==> src/rtl/hex_cmd_parser.sv <==
// Hex calculator command parser: collects "<A><op><B><term>" from the UART RX byte stream,
// computes the result and streams it back as uppercase ASCII hex plus CR LF to the UART TX.
module hex_cmd_parser #(
    parameter int OP_DIGITS  = 4,
    parameter int RES_DIGITS = 8
) (
    input  logic       clk,
    input  logic       n_rst,
    input  logic [7:0] rx_data,
    input  logic       rx_valid,
    input  logic       tx_busy,
    output logic [7:0] tx_data,
    output logic       tx_start,
    output logic       busy,
    output logic       err
);
    localparam int OW = 4 * OP_DIGITS;
    localparam int RW = 4 * RES_DIGITS;
    localparam int CW = $clog2(OP_DIGITS + 1);
    localparam int IW = $clog2(RES_DIGITS + 2);
    localparam logic [CW-1:0] CNT_MAX  = CW'(OP_DIGITS);
    localparam logic [IW-1:0] LAST_RES = IW'(RES_DIGITS + 1);
    localparam logic [IW-1:0] LAST_ERR = IW'(2);

    typedef enum logic [2:0] {GET_A, GET_B, CALC, SEND, ERR} state_t;
    typedef enum logic [1:0] {OP_ADD, OP_SUB, OP_MUL} op_t;

    function automatic logic is_hex(input logic [7:0] c);
        return (c >= 8'h30 && c <= 8'h39) || (c >= 8'h41 && c <= 8'h46) ||
               (c >= 8'h61 && c <= 8'h66);
    endfunction

    // Letters of either case share the low nibble 1..6 for A..F.
    function automatic logic [3:0] hex_nib(input logic [7:0] c);
        if (c <= 8'h39) return c[3:0];
        return c[3:0] + 4'd9;
    endfunction

    function automatic logic [7:0] nib_ascii(input logic [3:0] n);
        return (n < 4'd10) ? {4'h3, n} : (8'h37 + {4'h0, n});
    endfunction

    function automatic logic is_op(input logic [7:0] c);
        return (c == 8'h2B) || (c == 8'h2D) || (c == 8'h2A);
    endfunction

    function automatic op_t op_code(input logic [7:0] c);
        case (c)
            8'h2D:   return OP_SUB;
            8'h2A:   return OP_MUL;
            default: return OP_ADD;
        endcase
    endfunction

    function automatic logic is_term(input logic [7:0] c);
        return (c == 8'h3D) || (c == 8'h0D);
    endfunction

    function automatic logic is_skip(input logic [7:0] c);
        return (c == 8'h20) || (c == 8'h0A);
    endfunction

    state_t          state_q;
    op_t             op_q;
    logic [OW-1:0]   a_q, b_q;
    logic [CW-1:0]   cnt_a_q, cnt_b_q;
    logic [RW-1:0]   r_q;
    logic [IW-1:0]   idx_q;
    logic            is_err_q, wait_q, rx_valid_q;
    logic [7:0]      tx_data_q;
    logic            tx_start_q, busy_q, err_q;

    logic            ev;
    logic [3:0]      nib;
    logic [RW-1:0]   a_ext, b_ext, res_d;
    logic [7:0]      send_byte_d;

    assign ev    = rx_valid & ~rx_valid_q;
    assign nib   = hex_nib(rx_data);
    assign a_ext = RW'(a_q);
    assign b_ext = RW'(b_q);

    always_comb begin
        case (op_q)
            OP_SUB:  res_d = a_ext - b_ext;
            OP_MUL:  res_d = a_ext * b_ext;
            default: res_d = a_ext + b_ext;
        endcase
    end

    // Byte at idx_q of the outgoing line: result digits MSB first, or "?", then CR LF.
    always_comb begin
        send_byte_d = 8'h0A;
        if (is_err_q) begin
            if (idx_q == '0)
                send_byte_d = 8'h3F;
            else if (idx_q == IW'(1))
                send_byte_d = 8'h0D;
        end else if (idx_q == IW'(RES_DIGITS)) begin
            send_byte_d = 8'h0D;
        end else begin
            for (int i = 0; i < RES_DIGITS; i++)
                if (idx_q == IW'(i))
                    send_byte_d = nib_ascii(r_q[4*(RES_DIGITS-1-i) +: 4]);
        end
    end

    always_ff @(posedge clk or negedge n_rst) begin
        if (!n_rst) begin
            state_q    <= GET_A;
            op_q       <= OP_ADD;
            a_q        <= '0;
            b_q        <= '0;
            cnt_a_q    <= '0;
            cnt_b_q    <= '0;
            r_q        <= '0;
            idx_q      <= '0;
            is_err_q   <= 1'b0;
            wait_q     <= 1'b0;
            rx_valid_q <= 1'b0;
            tx_data_q  <= '0;
            tx_start_q <= 1'b0;
            busy_q     <= 1'b0;
            err_q      <= 1'b0;
        end else begin
            rx_valid_q <= rx_valid;
            tx_start_q <= 1'b0;
            err_q      <= 1'b0;
            case (state_q)
                GET_A: if (ev) begin
                    if (is_hex(rx_data)) begin
                        a_q <= OW'({a_q, nib});
                        if (cnt_a_q != CNT_MAX) cnt_a_q <= cnt_a_q + 1'b1;
                    end else if (is_op(rx_data) && cnt_a_q != '0) begin
                        op_q    <= op_code(rx_data);
                        state_q <= GET_B;
                    end else if (!is_skip(rx_data)) begin
                        state_q <= ERR;
                        err_q   <= 1'b1;
                        busy_q  <= 1'b1;
                    end
                end
                GET_B: if (ev) begin
                    if (is_hex(rx_data)) begin
                        b_q <= OW'({b_q, nib});
                        if (cnt_b_q != CNT_MAX) cnt_b_q <= cnt_b_q + 1'b1;
                    end else if (is_term(rx_data) && cnt_b_q != '0) begin
                        state_q <= CALC;
                        busy_q  <= 1'b1;
                    end else if (!is_skip(rx_data)) begin
                        state_q <= ERR;
                        err_q   <= 1'b1;
                        busy_q  <= 1'b1;
                    end
                end
                CALC: begin
                    r_q      <= res_d;
                    idx_q    <= '0;
                    is_err_q <= 1'b0;
                    wait_q   <= 1'b0;
                    state_q  <= SEND;
                end
                ERR: begin
                    idx_q    <= '0;
                    is_err_q <= 1'b1;
                    wait_q   <= 1'b0;
                    state_q  <= SEND;
                end
                SEND: begin
                    // The cycle after a pulse is skipped: tx_busy is not yet valid for our byte.
                    if (wait_q) begin
                        wait_q <= 1'b0;
                    end else if (!tx_busy) begin
                        tx_start_q <= 1'b1;
                        tx_data_q  <= send_byte_d;
                        wait_q     <= 1'b1;
                        if (idx_q == (is_err_q ? LAST_ERR : LAST_RES)) begin
                            state_q <= GET_A;
                            busy_q  <= 1'b0;
                            a_q     <= '0;
                            b_q     <= '0;
                            cnt_a_q <= '0;
                            cnt_b_q <= '0;
                        end else begin
                            idx_q <= idx_q + 1'b1;
                        end
                    end
                end
                default: state_q <= GET_A;
            endcase
        end
    end

    assign tx_data  = tx_data_q;
    assign tx_start = tx_start_q;
    assign busy     = busy_q;
    assign err      = err_q;

endmodule

==> config.mk <==
export PLATFORM = sky130hd
export DESIGN_NAME = hex_cmd_parser
export DESIGN_NICKNAME = d
export VERILOG_FILES = /design/src/rtl/hex_cmd_parser.sv
export SDC_FILE = /design/constraint.sdc
export NUM_CORES = 1
export LEC_CHECK = 0
export ABC_AREA = 1
export CORE_MARGIN = 1
export CORE_UTILIZATION = 24
export CTS_BUF_LIST = sky130_fd_sc_hd__clkbuf_4 sky130_fd_sc_hd__clkbuf_8
export CTS_CLUSTER_DIAMETER = 80
export DETAILED_ROUTE_END_ITERATION = 10
export RECOVER_POWER = 25
export SLEW_MARGIN = 20
export SYNTH_ARGS = -nofsm -noshare
export SYNTH_HDL_FRONTEND = slang
export SYNTH_SLANG_ARGS = --single-unit
==> constraint.sdc <==
create_clock -name clk -period 7.66 [get_ports clk]
set_input_delay 1.532 -clock clk [delete_from_list [all_inputs] [get_ports clk]]
set_output_delay 1.532 -clock clk [all_outputs]
set_load 0.05 [all_outputs]
# Word-level counts from Yosys, hierarchy flattened
# Cells that the tools add are included.
dict set report op_classes {
  addsub 14
  n_mul 1
  n_div 0
  n_lt_le_gt_ge 14
  n_eq_ne 37
  shifts 0
  mux 82
  n_bitwise 5
  n_reduce_logical 30
}
# operator count
set ops {}
lappend ops {{16-bit two-way mux} 7}
lappend ops {{8-bit two-way mux} 9}
lappend ops {{16-bit case mux with 2 select lines} 2}
lappend ops {{32-bit case mux with 2 select lines} 1}
lappend ops {{7-bit two-way mux} 9}
lappend ops {{6-bit by 4-bit adder with 7-bit output, first input constant} 8}
lappend ops {{3-bit two-way mux} 17}
lappend ops {{8-bit by 6-bit == test with 1-bit output, second input constant} 5}
lappend ops {{4-bit less-than comparator, second input constant} 8}
lappend ops {{16-bit by 16-bit multiplier with 32-bit output} 1}
lappend ops {{2-bit inequality test, second input constant} 13}
lappend ops {{4-bit two-way mux} 6}
lappend ops {{1-bit two-way mux} 21}
lappend ops {{7-bit AND reduction} 3}
lappend ops {{16-bit by 16-bit adder with 17-bit output} 1}
lappend ops {{16-bit by 16-bit subtractor with 17-bit output} 1}
lappend ops {{4-bit by 3-bit == test with 1-bit output, second input constant} 4}
lappend ops {{8-bit by 4-bit == test with 1-bit output, second input constant} 2}
lappend ops {{8-bit by 7-bit greater-or-equal comparator with 1-bit output, second input constant} 2}
lappend ops {{8-bit by 7-bit <= comparator with 1-bit output, second input constant} 2}
lappend ops {{3-bit case mux with 2 select lines} 2}
lappend ops {{3-bit case mux with 4 select lines} 1}
lappend ops {{6-bit AND reduction} 2}
lappend ops {{9-bit AND reduction} 1}
lappend ops {{other kinds (31)} 55}
dict set report word_totals {
  reg_bits 93
  latchBits 0
  ram_bits 0
  mem_bits_ro 0
  inputBits 12
  out_inout_bits 11
  word_cells 198
  n_memories 0
}

# Longest topological paths before layout
# Gate-level depths: netlist of the first run.
dict set report depth {
  word_depth 12
  mapped_depth 30
}

# Worst setup path before layout of the first run
# OpenSTA, ideal clock, no wires.
dict set report synth_timing {
  path_kind {reg-to-reg}
  from {register a_q[1]}
  to {register r_q[24]}
  t_arrival_ns 5.687
  required_time_ns 7.528
  setup_slack_ns 1.841
  stages_incl_launch_ff 27
  path_buffers 2
  synth_period_minus_slack_ns 5.819
  cell_sequence {dfrtp_1 > clkbuf_1 > clkbuf_1 > nand2_1 > fa_1 > fa_1 > inv_1 > fa_1 > fa_1 > fa_1 > inv_1 > fa_1 > inv_1 > ha_1 > nand2_1 > nor2_1 > inv_1 > nor3_1 > nand3_1 > nand3_1 > nand2_1 > nand2_1 > a21oi_1 > o21ai_0 > nand2_1 > nand2_1 > o21ai_0}
}
dict set report synth_via {
  elab_chain_len 2
}
# item line_no
set synth_rtl {}
lappend synth_rtl {{from (decl)} 65} ;# logic [OW-1:0] a_q, b_q;
lappend synth_rtl {{from (signal assigned)} 132} ;# a_q <= OW'({a_q, nib});
lappend synth_rtl {{16-bit by 16-bit multiplier with 32-bit output / 16-bit by 16-bit subtractor with 17-bit output (equally long branches)} {86, 85}}
lappend synth_rtl {{32-bit case mux with 2 select lines *} 84} ;# case (op_q)
lappend synth_rtl {{to (signal assigned)} 157} ;# r_q <= res_d;
lappend synth_rtl {{to (decl)} 67} ;# logic [RW-1:0] r_q;
# Mark *: on every way between the ends. The rest lies on a longest branch, timed or not.
# A chain may end at the register's enable or synchronous reset.

# Worst setup path after layout of the first run
dict set report layout_timing {
  from {register a_q[7]}
  to {register r_q[24]}
}
# Same word-level chain as after synthesis.

==> flow_metrics.env, run 1 <==
export IMPL_layout_setup_ws_ps=1038
export IMPL_syn_avg_cell_area_sq_um=7.095
export IMPL_placed_cells=3111
export IMPL_mappedNetlistArea_sq_um=16340
export IMPL_drtIter0Drc=1073
export IMPL_setup_viol_count_final=0
export IMPL_dp_hpwl_mm=36.27
export IMPL_finish_instance_area_sq_um=17430
export IMPL_whs_path_depth=2
export IMPL_synth_cell_types=58
export IMPL_layout_nets=2616
export IMPL_fin_skew_ps=15.56
export IMPL_path_class="flop to flop"
export IMPL_diodes=0
export IMPL_fp_dieH_microns=262.9
export IMPL_ctsResizeCount=0
export IMPL_antenna_found_initial=0
export IMPL_rsz0062_at_grt="false"
export IMPL_yosysWarnings=0
export IMPL_io_buffers=21
export IMPL_outcome="finished with violations"
export IMPL_ir_worst_vdd_mv=0.2171
export IMPL_placed_area_sq_um=17260
export IMPL_clock_latency_ps=400
export IMPL_dieWidth_microns=262.9
export IMPL_grt_pass1_vias=14140
export IMPL_p_leak_nw=9.449
export IMPL_synthCells=2303
export IMPL_max_stage_delay_ps=960
export IMPL_required_ps=7920
export IMPL_tns_ps=0
export IMPL_slew_violations=47
export IMPL_fmax_mhz=151.0
export IMPL_hold_viol=0
export IMPL_fp_dieArea_sq_um=69130
export IMPL_slowest_stage="dfrtp_1"
export IMPL_cp_end_kind="flop"
export IMPL_area_delta_synth_final_pct=6.692
export IMPL_clock_sinks=92
export IMPL_clk_transition_reported_paths_ps=90
export IMPL_final_util_pct=25.91
export IMPL_fin_cells=3127
export IMPL_post_cts_buffers=0
export IMPL_min_to="tx_data[6]$_DFFE_PN0P_"
export IMPL_rows=95
export IMPL_mostFrequentLayoutCell="nand2_1"
export IMPL_dr_pass1_iters=7
export IMPL_regToRegStartpoint="a_q[7]$_DFFE_PN0P_"
export IMPL_hp_class="flop to flop"
export IMPL_totalWireLength_mm=46.33
export IMPL_root_buffer="clkbuf_8"
export IMPL_hp_start="tx_data[6]$_DFFE_PN0P_"
export IMPL_start_kind="flop"
export IMPL_syn_nets=2670
export IMPL_gp_congestion=0.8959
export IMPL_ctsHtreeMaxLevel=3
export IMPL_clock_path_buffers=2
export IMPL_cts_buffers=9
export IMPL_dp_slack_ps=1155
export IMPL_pin_count=23
export IMPL_cap_violations=1
export IMPL_fin_crit_sh_pct=86.45
export IMPL_crit_family="adder cells"
export IMPL_layout_drive_gt1_share_pct=4.215
export IMPL_cp_buffers_inverters=5
export IMPL_grt_max_degree=48
export IMPL_vias=14190
export IMPL_core_area_sq_um=67280
export IMPL_violations="capacitance limit, slew limit"
export IMPL_powerDensity_nw_per_um2=427.5
export IMPL_synthArstFlopShare_pct=100.0
export IMPL_tightest_slew_ps=2589
export IMPL_grt_pass1_wl_mm=76.42
export IMPL_r2r_setup_slack_ps=1040
export IMPL_wl_per_cell_microns=14.82
export IMPL_drc=0
export IMPL_layout_common_cells="nand2_1 (629), inv_1 (503), fa_1 (196), ha_1 (159), nor2_1 (121)"
export IMPL_slew_headroom_pct=-72.62
export IMPL_vias_per_cell=4.537
export IMPL_postRouteAntennaNets=0
export IMPL_reg2regPathDepth=25
export IMPL_ys_ff_latch=92
export IMPL_gr_total_overflow=0
export IMPL_critical_path_most_common_cell="fa_1"
export IMPL_cts_hold_buf=0
export IMPL_initial_core_util_pct=24.29
export IMPL_p_total_mw=7.453
export IMPL_cts_tree="done"
export IMPL_yosysSeqAreaShare_pct=14.09
export IMPL_ys_flop_type="dfrtp_1"
export IMPL_reg2reg_to="r_q[24]$_DFFE_PN0N_"
export IMPL_fin_crit_ps=6622
export IMPL_track_usage_pct=13.69
export IMPL_holdWs_ps=506.9
export IMPL_synth_edf_count=0
export IMPL_crit_arrival_ps=6880
export IMPL_worstPathMaxFanout=19
[logic make-up after synthesis]
family / after synthesis / synth area share, %
simple gates: 896 / 22.30
buf+inv: 613 / 14.62
fa+ha+maj: 355 / 36.19
compound gates: 334 / 12.14
flops: 92 / 14.09
xor+xnor: 12 / 0.6432
other cells: 1 / 0.02295
[how the worst max path moves through the flow]
stage,depth (start not counted),slack (ps),to,from
2_1_floorplan,26,1840,r_q[24]$_DFFE_PN0N_,a_q[1]$_DFFE_PN0P_
3_3_place_gp,25,1130,r_q[24]$_DFFE_PN0N_,a_q[7]$_DFFE_PN0P_
3_5_place_dp,25,1160,r_q[24]$_DFFE_PN0N_,a_q[7]$_DFFE_PN0P_
4_1_cts,25,1140,r_q[24]$_DFFE_PN0N_,a_q[7]$_DFFE_PN0P_
5_1_grt,25,720,r_q[24]$_DFFE_PN0N_,a_q[7]$_DFFE_PN0P_
6_report,25,1040,r_q[24]$_DFFE_PN0N_,a_q[7]$_DFFE_PN0P_
[layout make-up]
class                           count  area [sq um]
Timing Repair Buffer               27         249.0
Sequential cell                    92          2302
Inverter                          521          1958
Clock inverter                      3         22.52
Fill cell                        7488         49840
Tap cell                          873          1092
Multi-Input combinational cell   1598         11650
Clock buffer                       13         160.2
[where the power goes]
| group | leakage [nW] | switching (mW) | total (mW) | internal (mW) |
|---|---|---|---|---|
| clock | 0.0861 | 0.191 | 0.330 | 0.138 |
| combinational | 8.17 | 3.82 | 5.91 | 2.09 |
| sequential | 1.20 | 0.575 | 1.21 | 0.637 |
[sequential cells by signal, summed over array words and instances (netlist names), 2 cells and up]
register / cells
cnt_a_q: 3
r_q: 32
op_q: 2
b_q: 16
state_q: 3
cnt_b_q: 3
idx_q: 4
a_q: 16
tx_data: 7
[worst reg2reg max path, cell delays in order (launching register included)]
cell and delay [ps]:
dfrtp_1 960, ha_1 390, inv_1 90, fa_1 560
fa_1 440, fa_1 490, inv_1 50, fa_1 500
fa_1 540, inv_1 50, fa_1 530, inv_1 40
ha_1 360, nand2_1 130, nor2_1 120, inv_1 80
nor3_1 370, nand3_1 150, nand3_1 150, nand2_1 60
nand2_1 80, a21oi_1 60, o21ai_0 90, nand2_1 60
nand2_1 50, o21ai_0 70
[cell usage after synthesis, types with 2 or more instances]
| cell | instances | share of area [%] |
|---|---|---|
| buf_6 | 9 | 0.62 |
| o211ai_1 | 12 | 0.55 |
| o2111ai_1 | 3 | 0.16 |
| nor3_1 | 16 | 0.49 |
| a21o_1 | 7 | 0.32 |
| nand2_2 | 3 | 0.11 |
| fa_1 | 196 | 24 |
| nand3b_1 | 2 | 0.092 |
| nand4_1 | 14 | 0.54 |
| o21a_1 | 6 | 0.28 |
| o31ai_1 | 2 | 0.092 |
| nor3_2 | 2 | 0.12 |
| nor2_1 | 121 | 2.8 |
| or2_1 | 2 | 0.077 |
| nor2_2 | 3 | 0.11 |
| nand3_1 | 87 | 2.7 |
| a21oi_2 | 4 | 0.21 |
| nand3_2 | 2 | 0.12 |
| o22ai_1 | 3 | 0.11 |
| inv_2 | 14 | 0.32 |
| a21boi_0 | 2 | 0.092 |
| a221oi_1 | 2 | 0.11 |
| o21bai_1 | 5 | 0.23 |
| dfrtp_1 | 92 | 14 |
| ha_1 | 159 | 12 |
| clkbuf_1 | 71 | 1.6 |
| xor2_1 | 7 | 0.38 |
| o21ai_2 | 28 | 1.5 |
| o221ai_1 | 5 | 0.27 |
| buf_1 | 4 | 0.092 |
| xnor2_1 | 5 | 0.27 |
| buf_4 | 3 | 0.14 |
| o21ai_0 | 106 | 3.2 |
| inv_1 | 503 | 12 |
| o21ai_1 | 19 | 0.58 |
| clkbuf_2 | 2 | 0.061 |
| or2_2 | 8 | 0.31 |
| a32oi_1 | 2 | 0.11 |
| buf_2 | 3 | 0.092 |
| nand2_1 | 629 | 14 |
| a31oi_1 | 11 | 0.42 |
| a21oi_1 | 111 | 3.4 |
| clkinv_1 | 3 | 0.069 |
[layer usage]
layer  track usage, %  part of all wire [%]  wire length [microns]
met2            22.32                    45                  20950
met5                0                     0                      0
met4            3.493                   2.1                    987
met3            1.340                   5.3                   2434
met1            19.30                    47                  21960
(Power assumes the default switching activity.)
==> run 2: changes to the inputs <==
--- a/config.mk
+++ b/config.mk
@@ -6,12 +6,14 @@
 export NUM_CORES = 1
 export LEC_CHECK = 0
 export ABC_AREA = 1
+export CORE_ASPECT_RATIO = 2
 export CORE_MARGIN = 1
 export CORE_UTILIZATION = 24
 export CTS_BUF_LIST = sky130_fd_sc_hd__clkbuf_4 sky130_fd_sc_hd__clkbuf_8
 export CTS_CLUSTER_DIAMETER = 80
 export DETAILED_ROUTE_END_ITERATION = 10
 export RECOVER_POWER = 25
+export SKIP_LAST_GASP = 1
 export SLEW_MARGIN = 20
 export SYNTH_ARGS = -nofsm -noshare
 export SYNTH_HDL_FRONTEND = slang
==> flow_metrics.env, run 2 (synthesis gave the netlist of run 1 again) <==
export IMPL_hp_class="flop to flop"
export IMPL_required_ps=7960
export IMPL_layout_nets=2631
export IMPL_vias_per_cell=4.596
export IMPL_grt_max_degree=61
export IMPL_wl_met1_mm=17.17
export IMPL_layout_setup_ws_ps=839.0
export IMPL_track_usage_pct=15.73
export IMPL_cp_end_kind="flop"
export IMPL_postRouteAntennaNets=0
export IMPL_path_class="flop to flop"
export IMPL_r2r_setup_slack_ps=840
export IMPL_rows=135
export IMPL_start_kind="flop"
export IMPL_crit_arrival_ps=7130
export IMPL_dr_wl_met2_mm=30.73
export IMPL_tightest_slew_ps=3375
export IMPL_vias=14520
export IMPL_antenna_found_initial=1
export IMPL_root_buffer="clkbuf_8"
export IMPL_slowest_stage="dfrtp_1"
export IMPL_regToRegStartpoint="b_q[8]$_DFFE_PN0P_"
export IMPL_dr_pass1_iters=5
export IMPL_dp_hpwl_mm=44.62
export IMPL_cts_buffers=9
export IMPL_clock_latency_ps=450
export IMPL_gp_congestion=1.026
export IMPL_drc=0
export IMPL_whs_path_depth=2
export IMPL_initial_core_util_pct=24.19
export IMPL_rsz0062_at_grt="false"
export IMPL_pin_count=23
export IMPL_dieWidth_microns=186.5
export IMPL_slew_violations=95
export IMPL_dp_slack_ps=951.6
export IMPL_clk_transition_reported_paths_ps=110
export IMPL_mostFrequentLayoutCell="nand2_1"
export IMPL_route_met3_wl_mm=1.424
export IMPL_min_to="r_q[5]$_DFFE_PN0N_"
export IMPL_layout_drive_gt1_share_pct=4.804
export IMPL_path_cells="ha_1, inv_1, fa_1, fa_1, fa_1, fa_1, fa_1, fa_1, inv_1, ha_1, a21o_1, a31oi_1, nor2_1, nor2_1, o211ai_1, or2_2, nand3_1, nand2_1, nand2_1, o21ai_0"
export IMPL_ir_worst_vdd_mv=0.2225
export IMPL_fin_crit_ps=6821
export IMPL_clock_sinks=92
export IMPL_layout_common_cells="nand2_1 (629), inv_1 (503), fa_1 (196), ha_1 (159), nor2_1 (121)"
export IMPL_max_stage_delay_ps=980
export IMPL_hold_viol=0
export IMPL_totalWireLength_mm=53.51
export IMPL_post_cts_buffers=0
export IMPL_slew_headroom_pct=-125.0
export IMPL_drtIter0Drc=801
export IMPL_fin_skew_ps=23.63
export IMPL_cts_hold_buf=0
export IMPL_hp_start="r_q[5]$_DFFE_PN0N_"
export IMPL_fp_dieH_microns=371.0
export IMPL_io_buffers=21
export IMPL_grt_pass1_vias=15370
export IMPL_wl_per_cell_microns=16.93
export IMPL_cts_tree="done"
export IMPL_reg2regPathDepth=20
export IMPL_grt_pass1_wl_mm=83.70
export IMPL_violations="capacitance limit, slew limit"
export IMPL_p_leak_nw=9.531
export IMPL_worstPathMaxFanout=19
export IMPL_ctsHtreeMaxLevel=3
export IMPL_clock_path_buffers=2
export IMPL_holdWs_ps=516.9
export IMPL_largest_reg_flops=32
export IMPL_gr_total_overflow=0
export IMPL_fmax_mhz=146.6
export IMPL_reg2reg_to="r_q[21]$_DFFE_PN0N_"
export IMPL_setup_viol_count_final=0
export IMPL_reg_top3="r_q x32, a_q x16, b_q x16"
export IMPL_fin_crit_sh_pct=89.05
export IMPL_outcome="finished with violations"
export IMPL_cap_violations=2
export IMPL_ctsResizeCount=0
export IMPL_area_delta_synth_final_pct=7.565
export IMPL_critical_path_most_common_cell="fa_1"
export IMPL_top_layer="met4"
export IMPL_core_area_sq_um=67560
export IMPL_powerDensity_nw_per_um2=439.1
export IMPL_tns_ps=0
export IMPL_largest_register="r_q"
export IMPL_fp_dieArea_sq_um=69200
[run 2: cell count changes in the layout (fill, tap and decap cells not counted)]
cell	before	now
inv_6	0	1
diode_2	0	1
clkinv_4	0	1
clkbuf_4	3	0
clkbuf_1	1	2
inv_8	0	2
clkinvlp_4	3	2
buf_4	6	20
[run 2: area by class of cell]
class | count | area (sq um)
diodes | 1 | 2.502
clock buffers | 10 | 137.6
multi-input cells | 1598 | 11650
clock inverters | 6 | 55.05
well taps | 890 | 1114
flip-flops and latches | 92 | 2302
inverters | 521 | 1958
repair buffers | 42 | 357.8
fillers | 7582 | 49990
[run 2: critical path, delay by kind of cell (launching register included)]
family / cells / cell delay, ps
adder cells (fa/ha/maj): 8 / 3850
flip-flops: 1 / 980
AND/OR/NAND/NOR: 6 / 870
buffers and inverters: 2 / 190
AO/OA/AOI/OAI: 4 / 770
[run 2: worst max path at each step]
stage                       start                  end
6_report       b_q[8]$_DFFE_PN0P_  r_q[21]$_DFFE_PN0N_
5_1_grt        a_q[1]$_DFFE_PN0P_  r_q[24]$_DFFE_PN0N_
4_1_cts        b_q[9]$_DFFE_PN0P_  r_q[21]$_DFFE_PN0N_
3_5_place_dp   b_q[9]$_DFFE_PN0P_  r_q[21]$_DFFE_PN0N_
3_3_place_gp   b_q[9]$_DFFE_PN0P_  r_q[21]$_DFFE_PN0N_
2_1_floorplan  a_q[1]$_DFFE_PN0P_  r_q[24]$_DFFE_PN0N_
[run 2: per-layer routing]
layer  vias up  track usage (%)
li1       6932                -
met1      7019            13.27
met2       373            32.43
met3       200            1.646
met4         0            12.61
met5         -                0
[run 2: through the flow]
stage / area (sq um) / utilization, % / cells / power, mW
after floorplan: 16340 / - / 2303 / 5.422
after global placement: 17390 / 25.74 / 3143 / 7.303
after detailed placement: 17390 / 25.74 / 3143 / 7.341
after CTS: 17580 / 26.02 / 3159 / 7.732
after global routing: 17580 / 26.01 / 3160 / 8.546
final: 17580 / 26.01 / 3160 / 7.718
[run 2: report_power, final]
part	internal (mW)	switching [mW]	total, mW	leakage (nW)
clock network	0.133	0.217	0.349	0.0929
logic	2.14	4.12	6.26	8.24
registers	0.640	0.470	1.11	1.20
total	2.91	4.81	7.72	9.53
==> run 3: changes to the inputs <==
==> constraint.sdc (replaced) <==
create_clock -name clk -period 7.3 [get_ports clk]
set_input_delay 1.46 -clock clk [delete_from_list [all_inputs] [get_ports clk]]
set_output_delay 1.46 -clock clk [all_outputs]
set_load 0.05 [all_outputs]
==> flow_metrics.env, run 3 (synthesis gave the netlist of run 1 again) <==
export IMPL_outcome="finished with violations"
export IMPL_violations="capacitance limit, slew limit"
export IMPL_route_met3_wl_mm=1.269
export IMPL_drtIter0Drc=725
export IMPL_clock_sinks=92
export IMPL_powerDensity_nw_per_um2=460.2
export IMPL_layout_setup_ws_ps=519.3
export IMPL_track_usage_pct=15.71
export IMPL_rsz0062_at_grt="false"
export IMPL_clkPwrFrac_pct=4.9
export IMPL_required_ps=7640
export IMPL_largest_register="r_q"
export IMPL_pin_count=23
export IMPL_layout_nets=2640
export IMPL_reg_top3="r_q x32, a_q x16, b_q x16"
export IMPL_worstPathMaxFanout=10
export IMPL_fp_dieH_microns=371.0
export IMPL_tightest_slew_ps=3398
export IMPL_cts_hold_buf=0
export IMPL_io_buffers=21
export IMPL_seq_power_share_pct=13.7
export IMPL_clk_transition_reported_paths_ps=110
export IMPL_ir_worst_vdd_mv=0.2289
export IMPL_fin_skew_ps=22.02
export IMPL_grt_max_degree=61
export IMPL_cp_end_kind="flop"
export IMPL_gr_total_overflow=0
export IMPL_grt_pass1_vias=15230
export IMPL_wl_met1_mm=16.90
export IMPL_layout_common_cells="nand2_1 (629), inv_1 (503), fa_1 (196), ha_1 (159), nor2_1 (121)"
export IMPL_wl_per_cell_microns=16.73
export IMPL_antenna_found_initial=1
export IMPL_grt_pass1_wl_mm=83.10
export IMPL_combPwrFrac_pct=81.4
export IMPL_largest_reg_flops=32
export IMPL_dp_hpwl_mm=44.54
export IMPL_fmax_mhz=147.5
export IMPL_gp_congestion=1.045
export IMPL_placed_area_sq_um=17460
export IMPL_holdWs_ps=516.0
export IMPL_post_cts_buffers=0
export IMPL_dr_wl_met2_mm=30.16
export IMPL_switching_share_pct=62.04
export IMPL_vias=14520
export IMPL_core_area_sq_um=67560
export IMPL_clock_path_buffers=2
export IMPL_fin_crit_sh_pct=92.89
export IMPL_ctsResizeCount=0
export IMPL_top_layer="met4"
export IMPL_start_kind="flop"
export IMPL_hold_viol=0
export IMPL_rows=135
export IMPL_intPower_mw=3.085
export IMPL_tns_ps=0
export IMPL_postRouteAntennaNets=0
export IMPL_vias_per_cell=4.583
export IMPL_fp_dieArea_sq_um=69200
export IMPL_fillers=7563
export IMPL_finish_instance_area_sq_um=17660
export IMPL_path_class="flop to flop"
export IMPL_dp_slack_ps=720.2
export IMPL_hp_class="flop to flop"
export IMPL_setup_viol_count_final=0
export IMPL_layout_drive_gt1_share_pct=5.180
export IMPL_totalWireLength_mm=53.03
export IMPL_initial_core_util_pct=24.19
export IMPL_slew_violations=95
export IMPL_crit_arrival_ps=7120
export IMPL_p_switching_mw=5.043
export IMPL_cts_tree="done"
export IMPL_drc=0
export IMPL_root_buffer="clkbuf_8"
export IMPL_clock_latency_ps=450
export IMPL_p_leak_nw=9.589
export IMPL_slew_headroom_pct=-126.5
export IMPL_area_delta_synth_final_pct=8.078
export IMPL_dieWidth_microns=186.5
export IMPL_dr_pass1_iters=5
export IMPL_ctsHtreeMaxLevel=3
export IMPL_fin_crit_ps=6781
export IMPL_cap_violations=2
export IMPL_cts_buffers=9
export IMPL_mostFrequentLayoutCell="nand2_1"
-- run 3: cell types whose count changed in the layout (fill, tap and decap cells not counted) --
cell        before  now
clkinv_4         1    0
clkbuf_8        10    9
buf_4           20   29
inv_6            1    2
clkbuf_4         0    1
bufinv_16        0    1
clkinvlp_4       2    1
-- run 3: path summary, 6_finish.rpt --
path / startpoint / to / slack, ps / cells past startpoint
worst max register to register: b_q[3]$_DFFE_PN0P_ / r_q[28]$_DFFE_PN0N_ / 520 / 26
worst min-delay path: cnt_a_q[1]$_DFFE_PN0P_ / cnt_a_q[1]$_DFFE_PN0P_ / 520 / 2
worst min register to register: cnt_a_q[1]$_DFFE_PN0P_ / cnt_a_q[1]$_DFFE_PN0P_ / 520 / 2
worst max-delay path: b_q[3]$_DFFE_PN0P_ / r_q[28]$_DFFE_PN0N_ / 520 / 26
min in group asynchronous: n_rst / a_q[1]$_DFFE_PN0P_ / 1550 / 1
max in group asynchronous: n_rst / r_q[19]$_DFFE_PN0N_ / 1690 / 2
-- run 3: through the flow --
step	power, mW	std cells	util, %
2_1_floorplan	5.690	2303	-
3_3_place_gp	7.685	3152	25.84
3_5_place_dp	7.700	3152	25.84
4_1_cts	8.159	3168	26.15
5_1_grt	9.042	3169	26.14
6_report	8.128	3169	26.14
-- run 3: layout make-up --
type	instances	area (sq um)	area share [%]
Multi-Input combinational cell	1598	11650	65.97
Sequential cell	92	2302	13.04
Inverter	521	1958	11.09
Tap cell	890	1114	6.305
Timing Repair Buffer	51	425.4	2.409
Clock buffer	10	131.4	0.7439
Clock inverter	6	77.57	0.4392
Antenna cell	1	2.502	0.01417
-- run 3: power groups by stage --
stage | registers (mW) | clock network, mW | logic, mW
2_1_floorplan | 0.869 | 0 | 4.82
3_3_place_gp | 1.12 | 0 | 6.57
3_5_place_dp | 1.12 | 0 | 6.58
4_1_cts | 1.11 | 0.409 | 6.64
5_1_grt | 1.14 | 0.425 | 7.48
6_report | 1.12 | 0.397 | 6.62
-- run 3: per-layer routing --
metal,vias to the layer above,GRT usage (%)
met5,-,0
met4,0,13.43
met3,217,1.571
met2,347,32.29
met1,7001,13.08
li1,6957,-
-- run 3: worst max-delay path, cell delays in order (launching register included) --
cell and delay, ps:
dfrtp_1 720, buf_4 300, ha_1 190, inv_1 80
fa_1 570, fa_1 410, inv_1 60, ha_1 130
inv_1 60, fa_1 530, inv_1 40, ha_1 270
inv_1 50, fa_1 530, inv_1 40, ha_1 390
nand2_1 230, o21ai_0 700, nor2_1 270, o21ai_0 530
nand4_1 170, nand3_1 130, nand2_1 60, nand2_1 60
o21ai_1 60, nand2_1 70, nand2_1 50
